**config.mk**
```make
export PLATFORM = sky130hd
export DESIGN_NAME = mem_access_stage
export DESIGN_NICKNAME = d
export VERILOG_FILES = /design/src/rtl/misc_v_pkg.sv /design/src/rtl/mem_wait_timer.sv /design/src/rtl/mem_access_stage.sv
export SDC_FILE = /design/constraint.sdc
export NUM_CORES = 1
export LEC_CHECK = 0
export ABC_AREA = 1
export BUFFER_PORTS_ARGS = -buffer_cell sky130_fd_sc_hd__buf_2
export CAP_MARGIN = 10
export CORE_MARGIN = 2
export CORE_UTILIZATION = 48
export CTS_BUF_LIST = sky130_fd_sc_hd__clkbuf_8
export DETAILED_ROUTE_END_ITERATION = 8
export GPL_TIMING_DRIVEN = 0
export MAX_ROUTING_LAYER = met4
export PLACE_DENSITY = 0.82
export SYNTH_ARGS = -nofsm -noshare
export SYNTH_HDL_FRONTEND = slang
export SYNTH_SLANG_ARGS = --single-unit
```
**constraint.sdc**
```tcl
create_clock -name clk -period 2.1 [get_ports clk]
set_input_delay 0.525 -clock clk [delete_from_list [all_inputs] [get_ports clk]]
set_output_delay 0.525 -clock clk [all_outputs]
set_load 0.005 [all_outputs]
```
**src/rtl/misc_v_pkg.sv**
```systemverilog
// Shared pipeline definitions: data width, MEM-stage FSM states and the
// EX/MEM latch layout.
package misc_v_pkg;

  localparam int unsigned XLEN = 16;

  typedef enum logic {
    ST_IDLE = 1'b0,
    ST_WAIT = 1'b1
  } mem_state_e;

  typedef struct packed {
    logic            valid;
    logic            reg_write;
    logic            mem_read;
    logic            mem_write;
    logic [XLEN-1:0] alu_result;
    logic [XLEN-1:0] store_data;
    logic [XLEN-1:0] rd;
  } exmem_t;

endpackage

```
**src/rtl/mem_wait_timer.sv**
```systemverilog
// 8-bit wait-cycle counter for the MEM stage; tc_o flags that the count has
// reached TIMEOUT.
module mem_wait_timer #(
  parameter int unsigned TIMEOUT = 15
) (
  input  logic clk_i,
  input  logic reset_i,
  input  logic clear_i,
  input  logic enable_i,
  output logic tc_o
);

  logic [7:0] count_q, count_d;

  always_comb begin
    count_d = count_q;
    if (clear_i) begin
      count_d = '0;
    end else if (enable_i) begin
      count_d = count_q + 8'd1;
    end
  end

  always_ff @(posedge clk_i) begin
    if (reset_i) begin
      count_q <= '0;
    end else begin
      count_q <= count_d;
    end
  end

  assign tc_o = (count_q == 8'(TIMEOUT));

endmodule

```
**src/rtl/mem_access_stage.sv**
```systemverilog
// MEM pipeline stage: EX/MEM latch, single-request data-memory handshake with
// timeout abort, and combinational hand-off to the MEM/WB register.
module mem_access_stage
  import misc_v_pkg::*;
#(
  parameter int unsigned TIMEOUT = 15
) (
  input  logic            clk,
  input  logic            reset,
  input  logic            ex_valid,
  input  logic            ex_reg_write,
  input  logic            ex_mem_read,
  input  logic            ex_mem_write,
  input  logic [XLEN-1:0] ex_alu_result,
  input  logic [XLEN-1:0] ex_store_data,
  input  logic [XLEN-1:0] ex_rd,
  input  logic            flush,
  output logic            stall,
  output logic            dmem_req,
  output logic            dmem_we,
  output logic [XLEN-1:0] dmem_addr,
  output logic [XLEN-1:0] dmem_wdata,
  input  logic [XLEN-1:0] dmem_rdata,
  input  logic            dmem_ack,
  output logic            wb_valid,
  output logic            wb_reg_write,
  output logic            wb_reg_store,
  output logic [XLEN-1:0] wb_alu_result,
  output logic [XLEN-1:0] wb_load_data,
  output logic [XLEN-1:0] wb_rd,
  output logic            mem_err
);

  mem_state_e state_q, state_d;
  exmem_t     lat_q, lat_d;
  logic       tc, in_wait, ack_hit, abort, hold, capture, new_mem;

  assign in_wait = (state_q == ST_WAIT);
  assign ack_hit = in_wait && dmem_ack;
  // Ack wins over the timeout if both land in the same cycle.
  assign abort   = in_wait && tc && !dmem_ack;
  assign hold    = in_wait && !dmem_ack && !tc;
  assign capture = !hold;

  always_comb begin
    lat_d.valid      = ex_valid && !flush;
    lat_d.reg_write  = ex_reg_write;
    lat_d.mem_read   = ex_mem_read;
    lat_d.mem_write  = ex_mem_write;
    lat_d.alu_result = ex_alu_result;
    lat_d.store_data = ex_store_data;
    lat_d.rd         = ex_rd;
    new_mem          = lat_d.valid && (ex_mem_read || ex_mem_write);
    state_d          = new_mem ? ST_WAIT : ST_IDLE;
  end

  // Completing or aborting a request frees the stage, so the next EX op is
  // captured on the same edge and may itself start a new request.
  always_ff @(posedge clk) begin
    if (reset) begin
      state_q <= ST_IDLE;
      lat_q   <= '0;
    end else if (capture) begin
      state_q <= state_d;
      lat_q   <= lat_d;
    end
  end

  mem_wait_timer #(
    .TIMEOUT(TIMEOUT)
  ) u_timer (
    .clk_i   (clk),
    .reset_i (reset),
    .clear_i (capture && new_mem),
    .enable_i(hold),
    .tc_o    (tc)
  );

  always_comb begin
    stall         = 1'b0;
    dmem_req      = 1'b0;
    dmem_we       = 1'b0;
    dmem_addr     = '0;
    dmem_wdata    = '0;
    wb_valid      = 1'b0;
    wb_reg_write  = 1'b0;
    wb_reg_store  = 1'b0;
    wb_alu_result = '0;
    wb_load_data  = '0;
    wb_rd         = '0;
    mem_err       = 1'b0;
    if (!reset) begin
      wb_alu_result = lat_q.alu_result;
      wb_rd         = lat_q.rd;
      wb_reg_write  = lat_q.reg_write;
      if (!in_wait) begin
        wb_valid = lat_q.valid;
      end else if (abort) begin
        mem_err      = 1'b1;
        wb_valid     = 1'b1;
        wb_reg_write = 1'b0;
      end else begin
        dmem_req   = 1'b1;
        dmem_we    = lat_q.mem_write;
        dmem_addr  = lat_q.alu_result;
        dmem_wdata = lat_q.store_data;
        if (ack_hit) begin
          wb_valid     = 1'b1;
          wb_load_data = dmem_rdata;
          wb_reg_store = lat_q.mem_read && !lat_q.mem_write;
        end else begin
          stall = 1'b1;
        end
      end
    end
  end

endmodule

```
-- After elaboration in Yosys (flattened, before gate mapping)
Cells that the tools add are included.
- reduce and logical (&&, ||, !) cells: 16
- add/sub/neg operators: 1
- mux-type cells: 37
- eq/ne operators: 1
- operators with widths (operator ; count):
    two-way mux 16 bit ; 12
    two-way mux 1 bit ; 25
    logical AND 1 bit ; 9
    adder 8 x 1 -> 8 bit (second input constant) ; 1
    == test 8 x 4 -> 1 bit (second input constant) ; 1
    logical NOT 1 bit ; 5
    OR reduction 2 bit ; 1
    logical OR 1 bit ; 1
- bits in registers: 61
- word-level logic and storage cells: 64
- output and inout bits: 87
- input port bits: 72

-- Longest topological paths before layout
Gate-level depths: netlist (run 1).
- word-level depth: 6
- depth in mapped cells: 9

-- Hierarchy
Synthesis (run 1) repeated with hierarchy kept, for this count alone.
- cell total of the unflattened synthesis: 474
- area total of the unflattened synthesis: 3076.7 um2
- modules (own cells, without submodules) (module ; cells an instance ; area an instance (um2) ; sequential area each (um2) ; times used):
    mem_access_stage ; 419 ; 2700.1 ; 1061.0 ; 1
    mem_wait_timer ; 55 ; 376.6 ; 160.2 ; 1

-- Least setup slack after synthesis (run 1)
Ideal clock, no wire load.
- kind: input -> output
- start: in reset
- end: out wb_load_data[10]
- stages: 6
- path slack: 190 ps
- arrival: 1385 ps
- cells stage by stage: buf_2 inv_1 buf_4 nand3_2 buf_2 nor2_1
- longest elaborated chain between the ends: 1
- ends and longest elaborated chain (item ; RTL line ; source):
    start: declaration ; mem_access_stage.sv:9 ; input logic reset,
    two-way mux 16 bit ; mem_access_stage.sv:92 ; if (!reset) begin
    end: declaration ; mem_access_stage.sv:29 ; output logic [XLEN-1:0] wb_load_data,
No other way between the ends.

-- Final worst setup path (run 1)
- start: reg u_timer.count_q[1]
- end: out dmem_addr[7]
- longest elaborated chain between the ends: 6
- ends and longest elaborated chain (item ; RTL line ; source):
    start: declaration ; mem_wait_timer.sv:13 ; logic [7:0] count_q, count_d;
    start signal: assignment ; mem_wait_timer.sv:28 ; count_q <= count_d;
    == test 8 x 4 -> 1 bit ; mem_wait_timer.sv:32 ; assign tc_o = (count_q == 8'(TIMEOUT));
    logical AND 1 bit (2 in a row) ; mem_access_stage.sv:41 ; assign abort = in_wait && tc && !dmem_ack;
    two-way mux 16 bit ; mem_access_stage.sv:98 ; end else if (abort) begin
    two-way mux 16 bit ; mem_access_stage.sv:96 ; if (!in_wait) begin
    two-way mux 16 bit ; mem_access_stage.sv:92 ;
    end: declaration ; mem_access_stage.sv:21 ; output logic [XLEN-1:0] dmem_addr,
No other way between the ends.

==> results.md, run 1 <==
- Crit end category: output port
- Port bufs: 157
- Cell count after synthesis: 424
- Worst R2R Start: u_timer.count_q[1]$_SDFFE_PP0P_
- Critical Path AT: 1.80 ns
- Antenna Cells: 0
- Share of layout cells above drive strength 1: 54.1%
- TritonCTS Buffers: 9
- Worst flop-to-flop path endpoint: lat_q[34]$_SDFFE_PP0N_
- Ports: 159
- Leakage: 2.49 nW
- CTS Hold Bufs: 0
- Final setup margin: -0.221 ns
- Register area share after synthesis: 36.5%
- Final Hold Vio Count: 0
- Routed Antenna Nets: 0
- Final min period: 2.32 ns
- Critical-path cell list: ha_4 > nand2_4 > nor2_4 > nand3_4 > nor2_4 > inv_2 > nand3_4 > buf_12 > buf_8 > nor2_1 > buf_2
- Global route hottest layer: met2
- Iteration-0 DRC Markers: 156
- Drt first pass iters: 4
- Vias in the first global route: 3186
- Syn Nets: 497
- Hold Path Depth: 3
- Post-Syn Area per Cell: 7.90 um2
- Initial Util: 49.6%
- H-tree levels: 3
- DR DRC count: 0
- Min-delay src: ex_rd[1]
- Die Span X: 87.5 um
- Vias: 3367
- Cell count of the worst reg-to-reg path: 10
- Worst Hold Class: input pin to register
- Clock Sinks: 61
- Final Skew: 0.0120 ns
- Slew @ Worst Pin: 0.498 ns
- Fin Setup TNS: -7.00 ns
- GRT met1 Usage: 29.2%
- Synth area leaders: dfxtp_1, nand3_2, o21ai_2
- Largest net degree at the start of global routing: 12
- Maxcap violations: 0
- Met2 usage: 42.0%
- Synth top area share: 36.5%
- Slowest-stage cell, CP: dfxtp_4
- Max-slew violations: 0
- Reg2Reg Setup Slack: 0.37 ns
- Highest Clock Rate: 431 MHz
- Count of cell types in the netlist: 26
- Status: finished with violations
- Max VDD drop: 0.000351 V
- Fin util: 70.2%
- Gr usage total: 25.1%
- Site row count: 30
- Period Utilization, post-route: 111%
- WHS Endpoint: lat_q[1]$_SDFFE_PP0N_
- Die H: 87.5 um
- Ys Warns: 0
- DR WL/cell: 13.4 um
- Ys flop type: dfxtp_1
- Failing checks: negative setup slack
- CP peak stage delay: 0.36 ns
- Place WS: -0.116 ns
- Die area: 0.00766 mm2
- Global route overflow: 0
- Worst-path clk slew: 0.07 ns
- Yosys top cell by area: dfxtp_1
- Setup violators final: 37
- Final nets: 683
- Share of flip-flops with an asynchronous set or reset: 0%
- CP max FO: 5
- GRT met3 Usage: 5.97%
- Pwr Density: 586 mW/mm2
- #FFs+latches synth: 61
- Root cell of the clock tree: clkbuf_8
- Core area: 0.00676 mm2
- CP Class: register to output port
- Post-synth EDFFs: 0
- Post-DP HPWL: 6.54 mm
- TritonCTS clock tree: yes
- Syn Std Cell Area: 0.00335 mm2
- Final GP Congestion: 0.891
- Clk buf depth: 2
- Critical path required time: 1.57 ns
- RSZ-0062 raised after global routing: true
- Crit start category: register
- Clk_lat worst skew: 0.34 ns
- First-pass GRT wire length: 14.6 mm
- Detailed Route WL: 9.32 mm
- Top-count cell post-synth: nor2_1
- Top cells by count, synth: nor2_1, inv_1, dfxtp_1, o21ai_2, nand3_2
- DR vias/cell: 4.84
- Initial antenna violation count: 0
- Slew margin rel.: 66.8%
- Area grow syn2layout: 41.6%
-- registers in the layout, summed over array words and instances (netlist names) --
| signal | flops |
|---|---|
| u_timer.count_q | 8 |
| in_wait | 1 |
| lat_q | 52 |
-- layout by cell type (no fill, tap or decap), drive strengths merged --
cell type  Yosys  final
buf           22    196
nor2         100    100
inv           78     80
dfxtp         61     61
nand3         59     60
o21ai         51     51
nand2         36     36
clkbuf         3     12
a21oi          6      6
nand4          3      3
xor2           3      3
clkinv         0      3
bufinv         0      2
o21bai         1      1
ha             1      1
-- area by class of cell --
| class | instances | area (um2) |
|---|---|---|
| sequential | 61 | 1230 |
| inverter | 78 | 295 |
| clock inverter | 7 | 82.6 |
| tap | 80 | 100 |
| clock buffer | 9 | 124 |
| buffer | 25 | 246 |
| timing repair buffer | 174 | 953 |
| multi-input combinational | 261 | 1710 |
| fill | 524 | 2020 |
-- what timing repair did --
item	in CTS	in global routing
cloned	4	0
buffers inserted	9	5
setup endpoints to repair	48	48
gates resized for setup	28	13
pin swaps	4	6
hold endpoints to repair	0	0
-- kinds of logic after synthesis --
kind of cell / synth area share, %
AOI/OAI and AO/OA: 14.6
xor gates and xnor gates: 0.785
adders and majority gates: 0.374
buffers and inverters: 15.2
DFF: 36.5
and+or+nand+nor: 32.5
-- per-stage QoR --
step | power, mW | hold WS (ns) | cell area (um2) | instances
finish | 2.78 | 0.409 | 4740 | 695
global route | 2.90 | 0.399 | 4740 | 695
detailed placement | 1.67 | 0.443 | 4230 | 661
global placement | 1.66 | 0.429 | 4230 | 661
CTS | 2.78 | 0.401 | 4660 | 690
floorplan | 1.51 | 0.419 | 3350 | 424
-- worst max path at each step --
stage                               startpoint          endpoint  slack, ns  depth (start not counted)
6_report       u_timer.count_q[1]$_SDFFE_PP0P_      dmem_addr[7]      -0.22                         11
5_1_grt        u_timer.count_q[0]$_SDFFE_PP0P_      dmem_addr[9]      -0.31                         11
4_1_cts        u_timer.count_q[1]$_SDFFE_PP0P_      dmem_addr[5]      -0.25                         11
3_5_place_dp                             reset  wb_load_data[11]      -0.12                          7
3_3_place_gp                             reset      dmem_addr[0]      -0.07                          7
2_1_floorplan                            reset  wb_load_data[10]       0.19                          6
-- metal layers --
layer / up-vias / wire, um
met5: - / 0
met4: 0 / 238
met3: 23 / 500
met2: 135 / 4710
met1: 1519 / 3880
li1: 1690 / -
-- worst max-delay path: cells and delay by family (launching register included) --
kind | cells | cell delay [ns]
flip-flops | 1 | 0.36
adder cells (fa/ha/maj) | 1 | 0.14
AND/OR/NAND/NOR | 6 | 0.52
buffers and inverters | 4 | 0.43
-- where the power goes --
| group | switching, mW | total (mW) | internal (mW) |
|---|---|---|---|
| combinational | 0.244 | 0.435 | 0.191 |
| clock | 0.454 | 1.11 | 0.653 |
| sequential | 0.0206 | 1.24 | 1.22 |
(Power assumes the default switching activity.)
==> inputs of run 2 (changes only) <==
- CORE_UTILIZATION: 48 -> 45
- PLACE_DENSITY: 0.82 -> 0.78
==> results.md, run 2 (synthesized netlist as in run 1, its figures left out) <==
- Status: finished with violations
- Failing checks: negative setup slack
- Wire length on met2: 4.85 mm
- Detailed Route WL: 9.52 mm
- Die H: 90.3 um
- Largest register FFs: 52
- Worst Hold Class: input pin to register
- Routed wl met3: 505 um
- Worst R2R Start: u_timer.count_q[0]$_SDFFE_PP0P_
- Clock Sinks: 61
- Fin Setup TNS: -7.38 ns
- TritonCTS Buffers: 9
- Fin util: 68.2%
- Slew margin rel.: 70.0%
- Max VDD drop: 0.000320 V
- Final Non-Filler Cells: 719
- Site row count: 31
- TritonCTS clock tree: yes
- Clk buf depth: 2
- Port bufs: 157
- Final setup margin: -0.233 ns
- Vias in the first global route: 3292
- Worst-path clk slew: 0.07 ns
- Final GP Congestion: 0.832
- Period Utilization, post-route: 111%
- Ports: 159
- Crit. Startpoint: u_timer.count_q[0]$_SDFFE_PP0P_
- Global route overflow: 0
- Routed Antenna Nets: 0
- Die area: 0.00815 mm2
- Iteration-0 DRC Markers: 163
- Gr usage total: 23.0%
- Filler instances: 593
- Int Pwr: 2.05 mW
- Slew @ Worst Pin: 0.450 ns
- Leakage: 2.53 nW
- Post-DP HPWL: 6.66 mm
- Psw: 0.695 mW
- CP peak stage delay: 0.36 ns
- Max-slew violations: 0
- Initial antenna violation count: 0
- Pwr Density: 557 mW/mm2
- Logic gate share of total power: 16.5%
- DR DRC count: 0
- H-tree levels: 3
- Drt first pass iters: 4
- Share of layout cells above drive strength 1: 57.1%
- Root cell of the clock tree: clkbuf_8
- Commonest non-fill, non-tap cell in the layout: buf_2
- Worst flop-to-flop path endpoint: lat_q[46]$_SDFFE_PP0N_
- Min-delay src: ex_alu_result[10]
- CP Class: register to output port
- Crit start category: register
- Cell count of the worst reg-to-reg path: 10
- Area taken by multi-input logic gates: 0.00175 mm2
- Critical path required time: 1.57 ns
- Vias: 3420
- Clk_lat worst skew: 0.33 ns
- FF/Latch Area: 0.00123 mm2
- Final nets: 690
- Crit path to: dmem_wdata[9]
- Setup violators final: 47
- Largest net degree at the start of global routing: 11
- Metal-1 WL: 3.94 mm
- Slowest-stage cell, CP: dfxtp_4
- DR WL/cell: 13.2 um
- Final Skew: 0.00564 ns
- Critical-path cell list: ha_4 > nand2_4 > nor2_4 > nand3_4 > nor2_4 > inv_2 > nand3_4 > buf_12 > clkbuf_16 > nor2_1 > buf_2
- Top reg by flops: lat_q
- Antenna Cells: 0
- Dpl cells: 680
- Highest Clock Rate: 429 MHz
- Register share of total power: 45.2%
- Placed inst area: 0.00426 mm2
- Clock power share: 38.3%
- Die Span X: 90.3 um
- Most frequent cells in the layout: buf_2, inv_1, nor2_1
- Final min period: 2.33 ns
- Critical Path AT: 1.81 ns
- Reg2Reg Setup Slack: 0.34 ns
- Post-route cell area: 0.00492 mm2
- First-pass GRT wire length: 14.9 mm
- RSZ-0062 raised after global routing: true
- Initial Util: 46.4%
- Area grow syn2layout: 46.9%
- Crit end category: output port
- CP max FO: 8
- Net Sw Frac: 25.3%
- Maxcap violations: 0
- DR vias/cell: 4.76
- Place WS: -0.117 ns
- Final Hold Vio Count: 0
- Top Metal Used: met4
- CTS Hold Bufs: 0
- Core area: 0.00721 mm2
## run 2: cell types whose count changed in the layout (fill, tap and decap cells not counted), moves of 2 or more
cell and delta:
nor2_1 -13, nor2_2 +7, nor2_4 +6, buf_4 +5, buf_6 +4, buf_2 -3, clkbuf_8 +3, clkinv_2 -3
buf_1 -2, clkbuf_2 +2
## run 2: per-stage QoR
stage	power, mW	hold slack, ns
6_report	2.74	0.419
5_1_grt	2.87	0.414
4_1_cts	2.74	0.406
3_5_place_dp	1.67	0.436
3_3_place_gp	1.66	0.429
2_1_floorplan	1.51	0.419
## run 2: power by group through the flow
stage                     logic [mW]  clock network, mW  registers (mW)
after floorplan                0.248                  0            1.26
after global placement         0.396                  0            1.26
after detailed placement       0.405                  0            1.27
after CTS                      0.431               1.07            1.24
after global routing           0.496               1.13            1.24
final                          0.452               1.05            1.24
## run 2: repair_timing
| item | 4_1_cts | 5_1_grt |
|---|---|---|
| gates resized for setup | 31 | 34 |
| gates cloned | 2 | 1 |
| endpoints found under the setup margin | 48 | 57 |
| pin swaps | 5 | 6 |
| buffers inserted | 14 | 9 |
## run 2: worst min-delay path by stage
stage | to | slack (ns) | cells past startpoint
CTS | lat_q[0]$_SDFFE_PP0N_ | 0.41 | 3
global route | lat_q[42]$_SDFFE_PP0N_ | 0.41 | 3
detailed placement | lat_q[50]$_SDFFE_PP0N_ | 0.44 | 2
finish | lat_q[42]$_SDFFE_PP0N_ | 0.42 | 3
global placement | lat_q[50]$_SDFFE_PP0N_ | 0.43 | 2
floorplan | lat_q[50]$_SDFFE_PP0N_ | 0.42 | 2
## run 2: cell type report
class	count	area share [%]
multi-input combinational	260	35.7
sequential	61	25.0
timing repair buffer	182	21.7
inverter	78	6.00
buffer	25	5.06
clock buffer	12	3.36
tap	99	2.52
clock inverter	2	0.687
## run 2: per-layer routing
metal | vias up | track usage, %
met5 | - | -
met4 | 0 | 8.85
met3 | 20 | 4.26
met2 | 129 | 39.2
met1 | 1571 | 26.9
li1 | 1700 | -
## run 2: worst max-delay path: cells and delay by family (launching register included)
family,cells,cell delay [ns]
fa+ha+maj,1,0.15
buf+inv,4,0.46
flops,1,0.36
simple gates,6,0.49
==> inputs of run 3 (changes only) <==
- SKIP_CTS_REPAIR_TIMING: not set -> 1
- clock period: 2.1 -> 2.9 ns (I/O delays scaled with it)
==> results.md, run 3 (synthesized netlist as in run 1, its figures left out) <==
- Site row count: 31
- Highest Clock Rate: 367 MHz
- TritonCTS Buffers: 9
- Crit end category: output port
- Clock Sinks: 61
- Crit path top cell by count: nor2_2
- DR WL/cell: 12.3 um
- Final nets: 665
- Share of layout cells above drive strength 1: 50.1%
- Top reg by flops: lat_q
- Critical-path cell list: ha_2 > nand2_2 > nor2_2 > nand3_2 > nor2_2 > inv_2 > nand3_4 > buf_6 > nor2_1 > buf_2
- Final min period: 2.73 ns
- Largest net degree at the start of global routing: 11
- Gr usage total: 21.7%
- Final Hold Vio Count: 0
- Core area: 0.00721 mm2
- Period Utilization, post-route: 94.1%
- Die area: 0.00815 mm2
- DR DRC count: 0
- Clk buf depth: 2
- Die Span X: 90.3 um
- First-pass GRT wire length: 14.1 mm
- Fin Setup TNS: 0 ns
- Vias: 3182
- Die H: 90.3 um
- CP Class: register to output port
- Slew @ Worst Pin: 0.581 ns
- Fin util: 61.8%
- CP max FO: 10
- Largest register FFs: 52
- Setup violators final: 0
- Most frequent cells in the layout: buf_2, nor2_1, inv_1
- CP peak stage delay: 0.39 ns
- Drt first pass iters: 4
- H-tree levels: 3
- Initial antenna violation count: 0
- Status: finished clean
- TritonCTS clock tree: yes
- Global route overflow: 0
- Critical Path AT: 2.00 ns
- Clk_lat worst skew: 0.32 ns
- Bufs and invs on worst path: 3
- Area grow syn2layout: 33.2%
- DR vias/cell: 4.59
- Antenna Cells: 0
- Worst Hold Class: register to register
- Commonest non-fill, non-tap cell in the layout: buf_2
- Initial Util: 46.4%
- Root cell of the clock tree: clkbuf_8
- Final Skew: 0.00564 ns
- Post-DP HPWL: 6.66 mm
- Detailed Route WL: 8.54 mm
- Leakage: 2.35 nW
- Slew margin rel.: 61.3%
- Top delay family on crit path: simple AND/OR/NAND/NOR gates
- Crit start category: register
- Slowest-stage cell, CP: dfxtp_1
- Hold_ws: 0.454 ns
- Final GP Congestion: 0.832
- Vias in the first global route: 3167
- RSZ-0062 raised after global routing: false
- Max-slew violations: 0
- Max VDD drop: 0.000239 V
- Pwr Density: 436 mW/mm2
- Maxcap violations: 0
- Iteration-0 DRC Markers: 98
- Port bufs: 157
- Worst-path clk slew: 0.06 ns
- Critical path required time: 2.17 ns
- Ports: 159
- Routed Antenna Nets: 0
-- run 3: changes by cell type in the layout (fill, tap and decap cells not counted), moves of 3 or more --
cell / before / now
nor2_4: 10 / 1
buf_12: 4 / 1
buf_2: 160 / 165
nor2_2: 18 / 4
nor2_1: 72 / 95
buf_8: 7 / 4
dfxtp_1: 57 / 61
buf_4: 20 / 1
buf_6: 8 / 5
-- run 3: report_power, final --
part | internal, mW | total (mW) | switching [mW] | leakage (nW)
Clock | 0.455 | 0.752 | 0.297 | 0.106
Combinational | 0.125 | 0.292 | 0.167 | 1.73
Sequential | 0.884 | 0.898 | 0.0142 | 0.506
-- run 3: final cells by class --
cell class                 instances  area [um2]
multi-input combinational        260        1620
clock inverter                     2        33.8
fill                             678        2760
tap                               99         124
inverter                          78         293
timing repair buffer             157         786
buffer                            25         218
clock buffer                      12         165
sequential                        61        1220
-- run 3: final timing paths --
kind                                        start                     end  cells past startpoint  slack (ns)
hold / removal             lat_q[48]$_SDFFE_PP0N_  lat_q[48]$_SDFFE_PP0N_                      2        0.45
setup / recovery  u_timer.count_q[0]$_SDFFE_PP0P_            dmem_addr[6]                     10        0.17
hold reg to reg            lat_q[48]$_SDFFE_PP0N_  lat_q[48]$_SDFFE_PP0N_                      2        0.45
setup reg to reg  u_timer.count_q[0]$_SDFFE_PP0P_  lat_q[40]$_SDFFE_PP0N_                      8        1.29
-- run 3: worst reg2reg max path, delay by kind of cell (launching register included) --
family / cells / cell delay [ns]
and+or+nand+nor: 4 / 0.47
DFF: 1 / 0.39
buffers and inverters: 2 / 0.35
adders and majority gates: 1 / 0.24
AOI/OAI and AO/OA: 1 / 0.06
-- run 3: routing by layer --
metal	vias to the layer above	part of all wire, %	track usage [%]
met1	1418	43	25.5
met5	-	0	-
li1	1645	-	-
met4	0	2.3	9.10
met2	103	49	36.6
met3	16	5.3	4.17
-- run 3: through the flow --
step	total power, mW	setup slack, ns	instances	cell area (um2)
floorplan	1.09	0.590	424	3350
global placement	1.20	0.277	680	4260
detailed placement	1.21	0.283	680	4260
CTS	1.97	0.122	694	4460
global route	2.04	0.0130	694	4460
finish	1.94	0.172	694	4460
